`config.mk`:
```
export PLATFORM = sky130hd
export DESIGN_NAME = fp_left_normalizer
export DESIGN_NICKNAME = d
export VERILOG_FILES = /design/src/rtl/fp16_pkg.sv /design/src/rtl/five_decrementor.sv /design/src/rtl/fp_left_normalizer.sv
export SDC_FILE = /design/constraint.sdc
export NUM_CORES = 1
export LEC_CHECK = 0
export ABC_AREA = 1
export ABC_CLOCK_PERIOD_IN_PS = 3000
export CORE_MARGIN = 1
export CORE_UTILIZATION = 50
export DETAILED_ROUTE_END_ITERATION = 7
export HOLD_SLACK_MARGIN = 0.12
export PLACE_DENSITY = 0.85
export SLEW_MARGIN = 15
export SYNTH_ARGS = -nofsm -noshare
export SYNTH_HDL_FRONTEND = slang
export SYNTH_SLANG_ARGS = --single-unit
```
`constraint.sdc`:
```
create_clock -name Clock -period 3 [get_ports Clock]
set_input_delay 0.45 -clock Clock [delete_from_list [all_inputs] [get_ports Clock]]
set_output_delay 0.45 -clock Clock [all_outputs]
set_load 0.05 [all_outputs]
```
`src/rtl/fp16_pkg.sv`:
```
// Shared definitions for the half-precision left normalizer: field widths and FSM encoding.
package fp16_pkg;

    localparam int EXP_W = 5;
    localparam int MAN_W = 11;
    localparam logic [EXP_W-1:0] EXP_MAX = {EXP_W{1'b1}};

    typedef enum logic [1:0] {
        IDLE  = 2'd0,
        SHIFT = 2'd1,
        DONE  = 2'd2
    } norm_state_t;

endpackage

```
`src/rtl/five_decrementor.sv`:
```
// 5-bit A-1 built from a ripple chain of half-subtractors; bout is the final borrow.
module five_decrementor (
    input  logic [4:0] a,
    output logic [4:0] y,
    output logic       bout
);

    logic [5:0] borrow;

    always_comb begin
        // NOTE: every always_comb output gets a value before the loop, so no latch is inferred.
        borrow    = 6'b0;
        y         = 5'b0;
        borrow[0] = 1'b1;
        for (int i = 0; i < 5; i++) begin
            y[i]          = a[i] ^ borrow[i];
            borrow[i + 1] = ~a[i] & borrow[i];
        end
    end

    assign bout = borrow[5];

endmodule

```
`src/rtl/fp_left_normalizer.sv`:
```
// Multi-cycle left normalizer: shifts the significand left one bit per cycle until the
// hidden bit is set, the value is zero, the exponent bottoms out, or the operand is Inf/NaN.
module fp_left_normalizer #(
    parameter int EXP_W = fp16_pkg::EXP_W,
    parameter int MAN_W = fp16_pkg::MAN_W
) (
    input  logic             Clock,
    input  logic             Reset,
    input  logic             Start,
    input  logic             SignIn,
    input  logic [EXP_W-1:0] ExpIn,
    input  logic [MAN_W-1:0] ManIn,
    output logic             Busy,
    output logic             Done,
    output logic             SignOut,
    output logic [EXP_W-1:0] ExpOut,
    output logic [MAN_W-1:0] ManOut,
    output logic             Zero,
    output logic             Underflow
);

    import fp16_pkg::*;

    localparam logic [EXP_W-1:0] EXP_ONES = {EXP_W{1'b1}};

    norm_state_t      state;
    logic             sign_reg;
    logic [EXP_W-1:0] exp_reg;
    logic [MAN_W-1:0] man_reg;
    logic             zero_reg;
    logic             uf_reg;
    logic             done_reg;
    logic [EXP_W-1:0] exp_dec;
    logic             dec_borrow;

    generate
        if (EXP_W == 5) begin : g_dec5
            five_decrementor u_dec (
                .a    (exp_reg),
                .y    (exp_dec),
                .bout (dec_borrow)
            );
        end else begin : g_dec_generic
            assign exp_dec    = exp_reg - {{(EXP_W-1){1'b0}}, 1'b1};
            assign dec_borrow = (exp_reg == '0);
        end
    endgenerate

    always_ff @(posedge Clock) begin
        if (Reset) begin
            state    <= IDLE;
            sign_reg <= 1'b0;
            exp_reg  <= '0;
            man_reg  <= '0;
            zero_reg <= 1'b0;
            uf_reg   <= 1'b0;
            done_reg <= 1'b0;
        end else begin
            // NOTE: state uses non-blocking assignments so every rule sees the pre-edge values.
            done_reg <= 1'b0;
            case (state)
                IDLE: begin
                    if (Start) begin
                        sign_reg <= SignIn;
                        exp_reg  <= ExpIn;
                        man_reg  <= ManIn;
                        zero_reg <= 1'b0;
                        uf_reg   <= 1'b0;
                        state    <= SHIFT;
                    end
                end
                SHIFT: begin
                    // Rule order matters: Inf/NaN beats normalized beats zero beats underflow.
                    if (exp_reg == EXP_ONES) begin
                        state <= DONE;
                    end else if (man_reg[MAN_W-1]) begin
                        state <= DONE;
                    end else if (man_reg == '0) begin
                        exp_reg  <= '0;
                        zero_reg <= 1'b1;
                        state    <= DONE;
                    end else if (exp_reg == '0) begin
                        uf_reg <= 1'b1;
                        state  <= DONE;
                    end else begin
                        // Exponent is non-zero here, so the decrement can never borrow out.
                        assert (!dec_borrow);
                        man_reg <= {man_reg[MAN_W-2:0], 1'b0};
                        exp_reg <= exp_dec;
                    end
                end
                DONE: begin
                    done_reg <= 1'b1;
                    state    <= IDLE;
                end
                default: state <= IDLE;
            endcase
        end
    end

    assign Busy      = (state != IDLE);
    assign Done      = done_reg;
    assign SignOut   = sign_reg;
    assign ExpOut    = exp_reg;
    assign ManOut    = man_reg;
    assign Zero      = zero_reg;
    assign Underflow = uf_reg;

endmodule
```
==> results.tsv <==
stage	metric	value	unit
outcome	status	finished clean	
floorplanning	Starting Density	53.5	%
setup_path	Slowest cell on crit path	clkdlybuf4s50_1	
setup_path	Crit. End Element	output pin	
routing	post-route ant nets	0	
routing	drt drc	0	
setup_path	crit path DAT	1.65	ns
place	DP HPWL	2040	um
grt	first-pass GRT wire length	5100	um
cts	clk slew on worst S/H paths	0.11	ns
routing	DR pass1 iterations	4	
synth	leading post-synthesis cells by cell area	dfxtp_1 (33%), nand2_1 (17%), nor2_1 (8.1%)	
floorplanning	chip width	53.7	um
timing	final setup skew	0.00266	ns
place	Final GP Congestion	0.818	
setup_path	r2r worst-path depth	7	
timing	Worst Tran Pin Value	0.530	ns
hold_path	hold path cells	1	
grt	number of global-route vias before repair	1173	
cts	# resized after CTS	0	
layout	fraction of layout instances using a drive strength above 1	6.87	%
floorplanning	Core ar.	0.00250	mm2
synth	Cell Area, Synth	0.00134	mm2
synth	Synth warnings	0	
setup_path	delay of the slowest critical-path stage	0.80	ns
place	Placement Cell Area	0.00172	mm2
synth	sequential cell area fraction in the yosys report	33.0	%
layout	Final #Nets	259	
run	max-cap viol count	0	
layout	Ant. Diodes	0	
layout	Final Instance Area	0.00174	mm2
grt	GR Overflow Total	0	
floorplanning	Core Rows	18	
timing	final number of setup-violating endpoints	0	
setup_path	CP cell instances	inv_1 -> nand2_1 -> clkdlybuf4s50_1	
layout	commonest non-fill, non-tap cell in the layout	nand2_1	
synth	Synth Register Bits	22	
timing	min cycle time layout	2.10	ns
cts	TritonCTS Buffers	3	
routing	total wire length	2980	um
cts	Post-CTS Hold Buffers	0	
synth	cell count after synthesis	198	
grt	largest net degree at the start of global routing	22	
synth	Yosys cell types	27	
hold_path	Min-Delay Path Class	reg -> reg	
pwr	Cell Pwr Density	664	mW/mm2
synth	post-synth top area share	33.0	%
layout	Area growth syn-to-layout	30.3	%
cts	H-Tree Depth	1	
synth	mean post-synth cell area	6.75	um2
setup_path	maximum fanout along the worst path	3	
cts	CTS sink count	22	
timing	relative slew slack	64.4	%
grt	GRT Util Overall	23.8	%
timing	setup tns final	0	ns
setup_path	Worst setup SP type	flip-flop	
timing	Max Fclk	0.476	GHz
routing	initial drt markers	33	
routing	vias per cell	5.16	
routing	DR WL/cell	11.3	um
floorplanning	# IOs	41	
cts	clock tree buffer depth	2	
cts	Clock Latency Late Sink	0.31	ns
setup_path	CP Data Required Time	2.55	ns
setup_path	WS Path Type	reg -> out	
synth	syn nets	222	
timing	RSZ-0062 raised after global routing	no	
synth	most area-hungry cell type in the Yosys netlist	dfxtp_1	
layout	Fillers	205	
layout	most frequent cells in the layout	nand2_1 (59), clkdlybuf4s50_1 (40), nor2_1 (29), dfxtp_1 (22), inv_1 (15)	
pwr	Peak VDD IR	0.000378	V
timing	max-slew violations	0	
floorplanning	total die area	0.00288	mm2
timing	Final Hold Vio Count	0	
routing	Via Count	1358	
cts	Setup Fix Bufs, Post-CTS	0	
grt	initial antenna violation count	0	
cts	CTS tree	built	
pwr	LEAKAGE	0.811	nW
cts	Root Buffer	clkbuf_4	
floorplanning	die height	53.7	um
timing	final clock period utilization by the worst path	70.0	%
place	PortBufs	40	
power by group:
part	switching, W	internal (W)	leakage [nW]
clock network	0.0000871	0.0000469	0.0138
logic	0.000416	0.000223	0.615
registers	0.0000418	0.000342	0.182
cell type report:
| cell class | count | area, um2 | share of cell area, % |
|---|---|---|---|
| Multi-Input combinational cell | 149 | 762 | 43.8 |
| Sequential cell | 22 | 440 | 25.3 |
| Timing Repair Buffer | 42 | 415 | 23.9 |
| Inverter | 17 | 63.8 | 3.66 |
| Tap cell | 30 | 37.5 | 2.16 |
| Clock buffer | 3 | 22.5 | 1.29 |
kinds of logic after synthesis:
kind of cell,share of synthesized area (%)
buf+inv,10.0
compound gates,7.77
flops,33.0
xor+xnor,0.656
simple gates,44.8
fa+ha+maj,3.75
worst max-delay path, delay by kind of cell, from the launching register on:
family,cells,cell delay (ns)
DFF,1,0.39
buffers and inverters,2,0.89
and+or+nand+nor,1,0.07
final timing paths:
kind / startpoint / end / slack, ns
max: state[1] / Busy / 0.90
min reg2reg: state[0] / Done / 0.45
min: state[0] / Done / 0.45
max reg2reg: ExpOut[0] / ManOut[8] / 1.02
synthesized netlist by cell type, drive strengths merged:
| cell | n |
|---|---|
| nand2 | 61 |
| nor2 | 31 |
| dfxtp | 22 |
| inv | 16 |
| a21oi | 15 |
| nand3 | 12 |
| nand4 | 11 |
| buf | 9 |
| nand3b | 9 |
| ha | 4 |
| o21ai | 2 |
| and2 | 1 |
| clkbuf | 1 |
| clkinv | 1 |
| nor3 | 1 |
| or2 | 1 |
| xor2 | 1 |
metal layers:
metal	wire length [um]	GRT usage, %	vias to the layer above
met5	0	0	-
met4	21	4.82	0
met3	112	2.82	2
met2	1440	40.5	46
met1	1410	31.9	601
li1	-	-	709
metrics by stage:
stage	utilization [%]	instances	hold slack, ns	total power (W)	setup WS (ns)
2_1_floorplan	-	198	0.419	0.000859	1.14
3_3_place_gp	68.8	260	0.430	0.00101	1.10
3_5_place_dp	68.8	260	0.431	0.00102	1.11
4_1_cts	69.7	263	0.447	0.00116	0.901
5_1_grt	69.7	263	0.463	0.00125	0.807
6_report	69.7	263	0.446	0.00116	0.900
registers in the layout, summed over array words and instances, names as in the netlist:
name       flops
Done           1
ExpOut         5
ManOut        11
SignOut        1
Underflow      1
Zero           1
state          2
No activity file was read; power rests on OpenSTA's default activity.
